==> config.mk <==
export PLATFORM = sky130hd
export DESIGN_NAME = ram_arbiter_2p
export DESIGN_NICKNAME = d
export VERILOG_FILES = /design/src/rtl/ram_arb_pkg.sv /design/src/rtl/rr_pick2.sv /design/src/rtl/ram_arbiter_2p.sv
export SDC_FILE = /design/constraint.sdc
export NUM_CORES = 1
export LEC_CHECK = 0
export BUFFER_PORTS_ARGS = -buffer_cell sky130_fd_sc_hd__buf_4
export CORE_MARGIN = 5
export CORE_UTILIZATION = 40
export DETAILED_ROUTE_END_ITERATION = 10
export PLACE_DENSITY = 0.75
export SYNTH_ARGS = -nofsm -noshare
export SYNTH_HDL_FRONTEND = slang
export SYNTH_HIERARCHICAL = 1
export SYNTH_SLANG_ARGS = --single-unit
==> constraint.sdc <==
create_clock -name clk -period 1.4 [get_ports clk]
set_clock_uncertainty 0.15 [all_clocks]
set_input_delay 0 -clock clk [delete_from_list [all_inputs] [get_ports clk]]
set_output_delay 0 -clock clk [all_outputs]
set_load 0.01 [all_outputs]
==> src/rtl/ram_arb_pkg.sv <==
// Encodings and constants shared by the two-requester RAM arbiter.
// Pure declarations: no logic, no latency, no flow control.
package ram_arb_pkg;

    typedef enum logic [1:0] {
        IDLE  = 2'd0,
        SERVE = 2'd1,
        DONE  = 2'd2
    } arb_state_t;

    localparam int BANK_BIT  = 10;
    localparam int IN_BANK_W = 10;

    localparam logic REQ_M0 = 1'b0;
    localparam logic REQ_M1 = 1'b1;

endpackage

==> src/rtl/rr_pick2.sv <==
// Two-way round-robin picker; combinational, zero latency.
// On a tie it favours whichever requester was not granted last; it never stalls a lone request.
module rr_pick2
    import ram_arb_pkg::*;
(
    input  logic [1:0] req,
    input  logic       last_grant,
    output logic       grant_valid,
    output logic       grant_sel
);

    always_comb begin
        grant_valid = |req;
        grant_sel   = REQ_M0;
        if (req == 2'b11) begin
            grant_sel = ~last_grant;
        end else if (req[1]) begin
            grant_sel = REQ_M1;
        end
    end

endmodule

==> src/rtl/ram_arbiter_2p.sv <==
// Round-robin arbiter sharing two 1Kx4 RAM banks (addr bit 10 = bank) between m0 and m1.
// Grant edge to ack in 2 cycles, one op per 3 cycles; a losing requester holds req until acked.
module ram_arbiter_2p
    import ram_arb_pkg::*;
#(
    parameter int ADDR_W = 11,
    parameter int DATA_W = 4
) (
    input  logic                 clk,
    input  logic                 rst,
    input  logic                 m0_req,
    input  logic                 m0_we,
    input  logic [ADDR_W-1:0]    m0_addr,
    input  logic [DATA_W-1:0]    m0_wdata,
    output logic                 m0_ack,
    output logic [DATA_W-1:0]    m0_rdata,
    input  logic                 m1_req,
    input  logic                 m1_we,
    input  logic [ADDR_W-1:0]    m1_addr,
    input  logic [DATA_W-1:0]    m1_wdata,
    output logic                 m1_ack,
    output logic [DATA_W-1:0]    m1_rdata,
    output logic [IN_BANK_W-1:0] ram_addr,
    output logic [DATA_W-1:0]    ram_wdata,
    output logic                 ram_we0,
    output logic                 ram_we1,
    input  logic [DATA_W-1:0]    ram_q0,
    input  logic [DATA_W-1:0]    ram_q1,
    output logic                 busy
);

    arb_state_t          state_q, state_d;
    logic                last_grant_q, last_grant_d;
    logic                op_sel_q, op_sel_d;
    logic                op_we_q, op_we_d;
    logic [ADDR_W-1:0]   op_addr_q, op_addr_d;
    logic [DATA_W-1:0]   op_wdata_q, op_wdata_d;
    logic [DATA_W-1:0]   m0_rdata_q, m0_rdata_d;
    logic [DATA_W-1:0]   m1_rdata_q, m1_rdata_d;

    logic                grant_valid;
    logic                grant_sel;
    logic [DATA_W-1:0]   rd_nibble;

    rr_pick2 u_pick (
        .req         ({m1_req, m0_req}),
        .last_grant  (last_grant_q),
        .grant_valid (grant_valid),
        .grant_sel   (grant_sel)
    );

    assign rd_nibble = op_addr_q[BANK_BIT] ? ram_q1 : ram_q0;

    always_comb begin
        state_d      = state_q;
        last_grant_d = last_grant_q;
        op_sel_d     = op_sel_q;
        op_we_d      = op_we_q;
        op_addr_d    = op_addr_q;
        op_wdata_d   = op_wdata_q;
        m0_rdata_d   = m0_rdata_q;
        m1_rdata_d   = m1_rdata_q;
        ram_addr     = '0;
        ram_wdata    = '0;
        ram_we0      = 1'b0;
        ram_we1      = 1'b0;
        m0_ack       = 1'b0;
        m1_ack       = 1'b0;

        case (state_q)
            IDLE: begin
                if (grant_valid) begin
                    op_sel_d     = grant_sel;
                    op_we_d      = (grant_sel == REQ_M1) ? m1_we    : m0_we;
                    op_addr_d    = (grant_sel == REQ_M1) ? m1_addr  : m0_addr;
                    op_wdata_d   = (grant_sel == REQ_M1) ? m1_wdata : m0_wdata;
                    last_grant_d = grant_sel;
                    state_d      = SERVE;
                end
            end
            SERVE: begin
                ram_addr  = op_addr_q[IN_BANK_W-1:0];
                ram_wdata = op_wdata_q;
                // A reset landing on this edge must not commit the write.
                ram_we0   = ~rst & op_we_q & ~op_addr_q[BANK_BIT];
                ram_we1   = ~rst & op_we_q &  op_addr_q[BANK_BIT];
                if (!op_we_q) begin
                    if (op_sel_q == REQ_M1) begin
                        m1_rdata_d = rd_nibble;
                    end else begin
                        m0_rdata_d = rd_nibble;
                    end
                end
                state_d = DONE;
            end
            DONE: begin
                m0_ack  = ~rst & (op_sel_q == REQ_M0);
                m1_ack  = ~rst & (op_sel_q == REQ_M1);
                state_d = IDLE;
            end
            default: begin
                state_d = IDLE;
            end
        endcase
    end

    always_ff @(posedge clk) begin
        if (rst) begin
            state_q      <= IDLE;
            last_grant_q <= REQ_M1;
            op_sel_q     <= REQ_M0;
            op_we_q      <= 1'b0;
            op_addr_q    <= '0;
            op_wdata_q   <= '0;
            m0_rdata_q   <= '0;
            m1_rdata_q   <= '0;
        end else begin
            state_q      <= state_d;
            last_grant_q <= last_grant_d;
            op_sel_q     <= op_sel_d;
            op_we_q      <= op_we_d;
            op_addr_q    <= op_addr_d;
            op_wdata_q   <= op_wdata_d;
            m0_rdata_q   <= m0_rdata_d;
            m1_rdata_q   <= m1_rdata_d;
        end
    end

    assign m0_rdata = m0_rdata_q;
    assign m1_rdata = m1_rdata_q;
    assign busy     = (state_q != IDLE);

endmodule

==> results.py <==
metrics = {
    "synth": {
        "ys.warnings.count": 6,
        "async_flop_share_pct": 0,
        "synth_top_area_share_pct": 41.60,
        "ys_types": 23,
        "synth-simple-area-share_pct": 23.58,
        "synth-main-ff-cell": "dfxtp_1",
        "yosys.area_share.adder_pct": 0,
        "synthTopCellsByArea": "dfxtp_1 (42%), mux2i_1 (15%), a211oi_1 (13%)",
        "syn-cell-area_mm2": 0.001348,
        "yosysSeqAreaShare_pct": 41.60,
        "synth_compound_area_share_pct": 14.67,
        "syn_inst": 142,
        "yosys-mux-area-fraction_pct": 14.86,
        "synth_xor_area_share_pct": 0,
        "synth.avg_cell_area_um2": 9.490,
        "ys_ff_latch": 28,
        "yosysTopAreaCell": "dfxtp_1",
        "synth_common_cells": "dfxtp_1 (28), nor2_1 (26), a211oi_1 (24), mux2i_1 (20), and2_1 (14)",
        "synth_top_family_by_area": "simple AND/OR/NAND/NOR gates",
        "synth_nets": 186,
        "synth_edf_count": 0,
        "yosys.cell_count.top_type": "dfxtp_1",
    },
    "min_path": {
        "min_path_type": "input port to flip-flop",
    },
    "sta": {
        "hold_viol": 28,
        "setup_violations": 35,
        "max_freq_mhz": 631.1,
        "slew_viol_final": 0,
        "period_needed_ps": 1584,
        "rsz0062_at_grt": "true",
        "tightestPinTransition_ps": 344.4,
        "finalWorstSetupSlack_ps": -184.4,
        "final.period_utilization_pct": 113.2,
        "maxSlewHeadroom_pct": 77.01,
        "hold-worst-slack_ps": -94.66,
    },
    "critical_path": {
        "critPathRequiredTime_ps": 1480,
        "r2r_cells": 6,
        "critical_path_peak_fanout": 8,
        "endpoint_kind": "flip-flop",
        "cp-endpoint": "op_addr_q[7]",
        "cp-start-kind": "flip-flop",
        "cp-startpoint": "state_q[0]",
        "rrSetupSlack_ps": -180,
        "crit_type": "flip-flop to flip-flop",
        "cp.arrival_ps": 1670,
        "reg2reg_to": "op_addr_q[7]",
        "reg2reg_from": "state_q[0]",
    },
    "outcome": {
        "status": "finished, violations left",
        "violations": "negative hold slack, negative setup slack",
    },
    "cts": {
        "cts_tree": "yes",
        "worstSkewPairLatency_ps": 330,
        "path_clk_slew_ps": 160,
        "cts_inserted_buffers": 3,
        "cts_sinks": 28,
        "cts-root-buf": "clkbuf_4",
        "hold_buffers": 33,
        "h-tree-depth": 1,
        "cts.path.max_buffers": 2,
    },
    "drt": {
        "drt_iter0_drc": 97,
        "routed_wl_mm": 4.743,
        "first_pass_iters": 4,
        "vias": 1486,
        "drc": 0,
        "ant_nets": 0,
        "via_per_inst": 5.107,
        "avgRoutedWirePerCell_um": 16.30,
    },
    "power": {
        "pwr-share-clk_pct": 25.1,
        "power_frac_seq_pct": 44.2,
        "p_per_area_mw_per_mm2": 878.5,
        "ir_worst_vdd_mv": 0.5629,
        "combPwrFrac_pct": 30.7,
        "power.leakage_uw": 0.001076,
        "power.total_uw": 2130,
        "p_sw_share_pct": 27.01,
        "power_switching_uw": 575.3,
        "internal_power_uw": 1555,
    },
    "global_route": {
        "antenna_found_initial": 0,
        "grt_pass1_wl_mm": 6.934,
        "gr-total-overflow": 0,
        "grt_pass1_vias": 1459,
        "grt_max_degree": 31,
        "grt_use_total_pct": 20.09,
    },
    "die": {
        "die_h_um": 68.04,
        "rows": 21,
        "io_pins": 71,
        "core_area_mm2": 0.003311,
        "die_area_mm2": 0.004629,
        "start_util_pct": 40.70,
        "die_w_um": 68.04,
    },
    "place": {
        "placed_cells": 249,
        "dp_hpwl_mm": 2.759,
        "finalWeightedCongestion": 0.8121,
        "placed_area_mm2": 0.001911,
        "numPortBuffers": 70,
    },
    "cells_and_area": {
        "fin_cells": 291,
        "n_antenna_cell": 0,
        "syn_to_final_growth_pct": 79.94,
        "final_layout_size_suffix_gt1_share_pct": 38.78,
        "design_area_mm2": 0.002425,
        "layout.nets": 290,
        "fill_cells": 229,
    },
    "flow_run": {
        "drv_cap": 0,
    },
}
## power groups by stage
stage	Sequential, uW	Combinational (uW)	Clock [uW]
CTS	937	604	532
finish	942	654	534
floorplan	935	284	0
global placement	951	465	0
global route	951	703	575
detailed placement	954	480	0
## metal layers
layer	wire [um]	share of wire, %	vias to the layer above	track usage (%)
met4	115	2.4	0	8.685
met5	0	0	-	0
met3	285	6.0	12	2.627
li1	-	-	710	-
met1	1798	38	689	22.12
met2	2543	54	75	37.91
## kinds of logic after synthesis
logic type	after synthesis
compound gates	27
mux	20
buf+inv	12
flops	28
simple gates	55
## state kept, by name (all words and copies together) (netlist names)
signal        cells
op_addr_q        11
m0_rdata          4
m1_rdata          4
op_wdata_q        4
state_q           2
last_grant_q      1
op_sel_q          1
op_we_q           1
## stage by stage
step / util (%) / setup WS (ps) / hold WS, ps / setup TNS (ps)
finish: 73.24 / -184.4 / -94.66 / -2795
global route: 73.24 / -267.3 / -97.50 / -5976
CTS: 71.62 / -99.95 / -109.8 / -1750
detailed placement: 57.71 / -152.8 / 213.2 / -2378
global placement: 57.71 / -70.62 / 207.2 / -337.8
floorplan: - / 10.20 / -55.09 / 0
## area by class of cell
| cell class | instances | area (um^2) | area share, % |
|---|---|---|---|
| Tap cell | 46 | 57.56 | 2.374 |
| Clock buffer | 3 | 22.52 | 0.9288 |
| Multi-Input combinational cell | 102 | 743.2 | 30.65 |
| Sequential cell | 28 | 569.3 | 23.48 |
| Timing Repair Buffer | 111 | 1002 | 41.33 |
| Clock inverter | 1 | 30.03 | 1.238 |
## worst min path at each step
stage                     start       endpoint  slack, ps  cells after the start
floorplan                   rst     state_q[1]        -60                      1
global placement     m0_addr[6]   op_addr_q[6]        210                      3
detailed placement  m0_wdata[3]  op_wdata_q[3]        210                      3
CTS                         rst     state_q[0]       -110                      2
global route                rst     state_q[0]       -100                      2
finish                      rst     state_q[0]        -90                      2
## what timing repair did
item                                   CTS  global route
setup endpoints to repair               30            43
endpoints found under the hold margin   28            27
pin swaps                               13             5
resized for setup                        9             5
setup buffers                            2             1
gates cloned                             1             1
## cell usage in the layout, fill, tap and decap left out, types with 2 or more instances in the layout
master / count
buf_4: 70
dlygate4sd3_1: 33
nor2_1: 26
dfxtp_1: 25
a211oi_1: 23
mux2i_1: 20
and2_1: 14
nand2_1: 4
clkbuf_4: 3
buf_6: 3
buf_12: 3
nor3b_4: 2
and4bb_2: 2
a21oi_1: 2
dfxtp_4: 2
## worst max-delay path, cell delays in order, from the launching register on
cell and delay, ps:
dfxtp_4 390, buf_4 140, nor3b_4 220, buf_12 150, clkbuf_16 140, nor2_1 40, a211oi_1 260
Power figures use the tool's default switching activity.
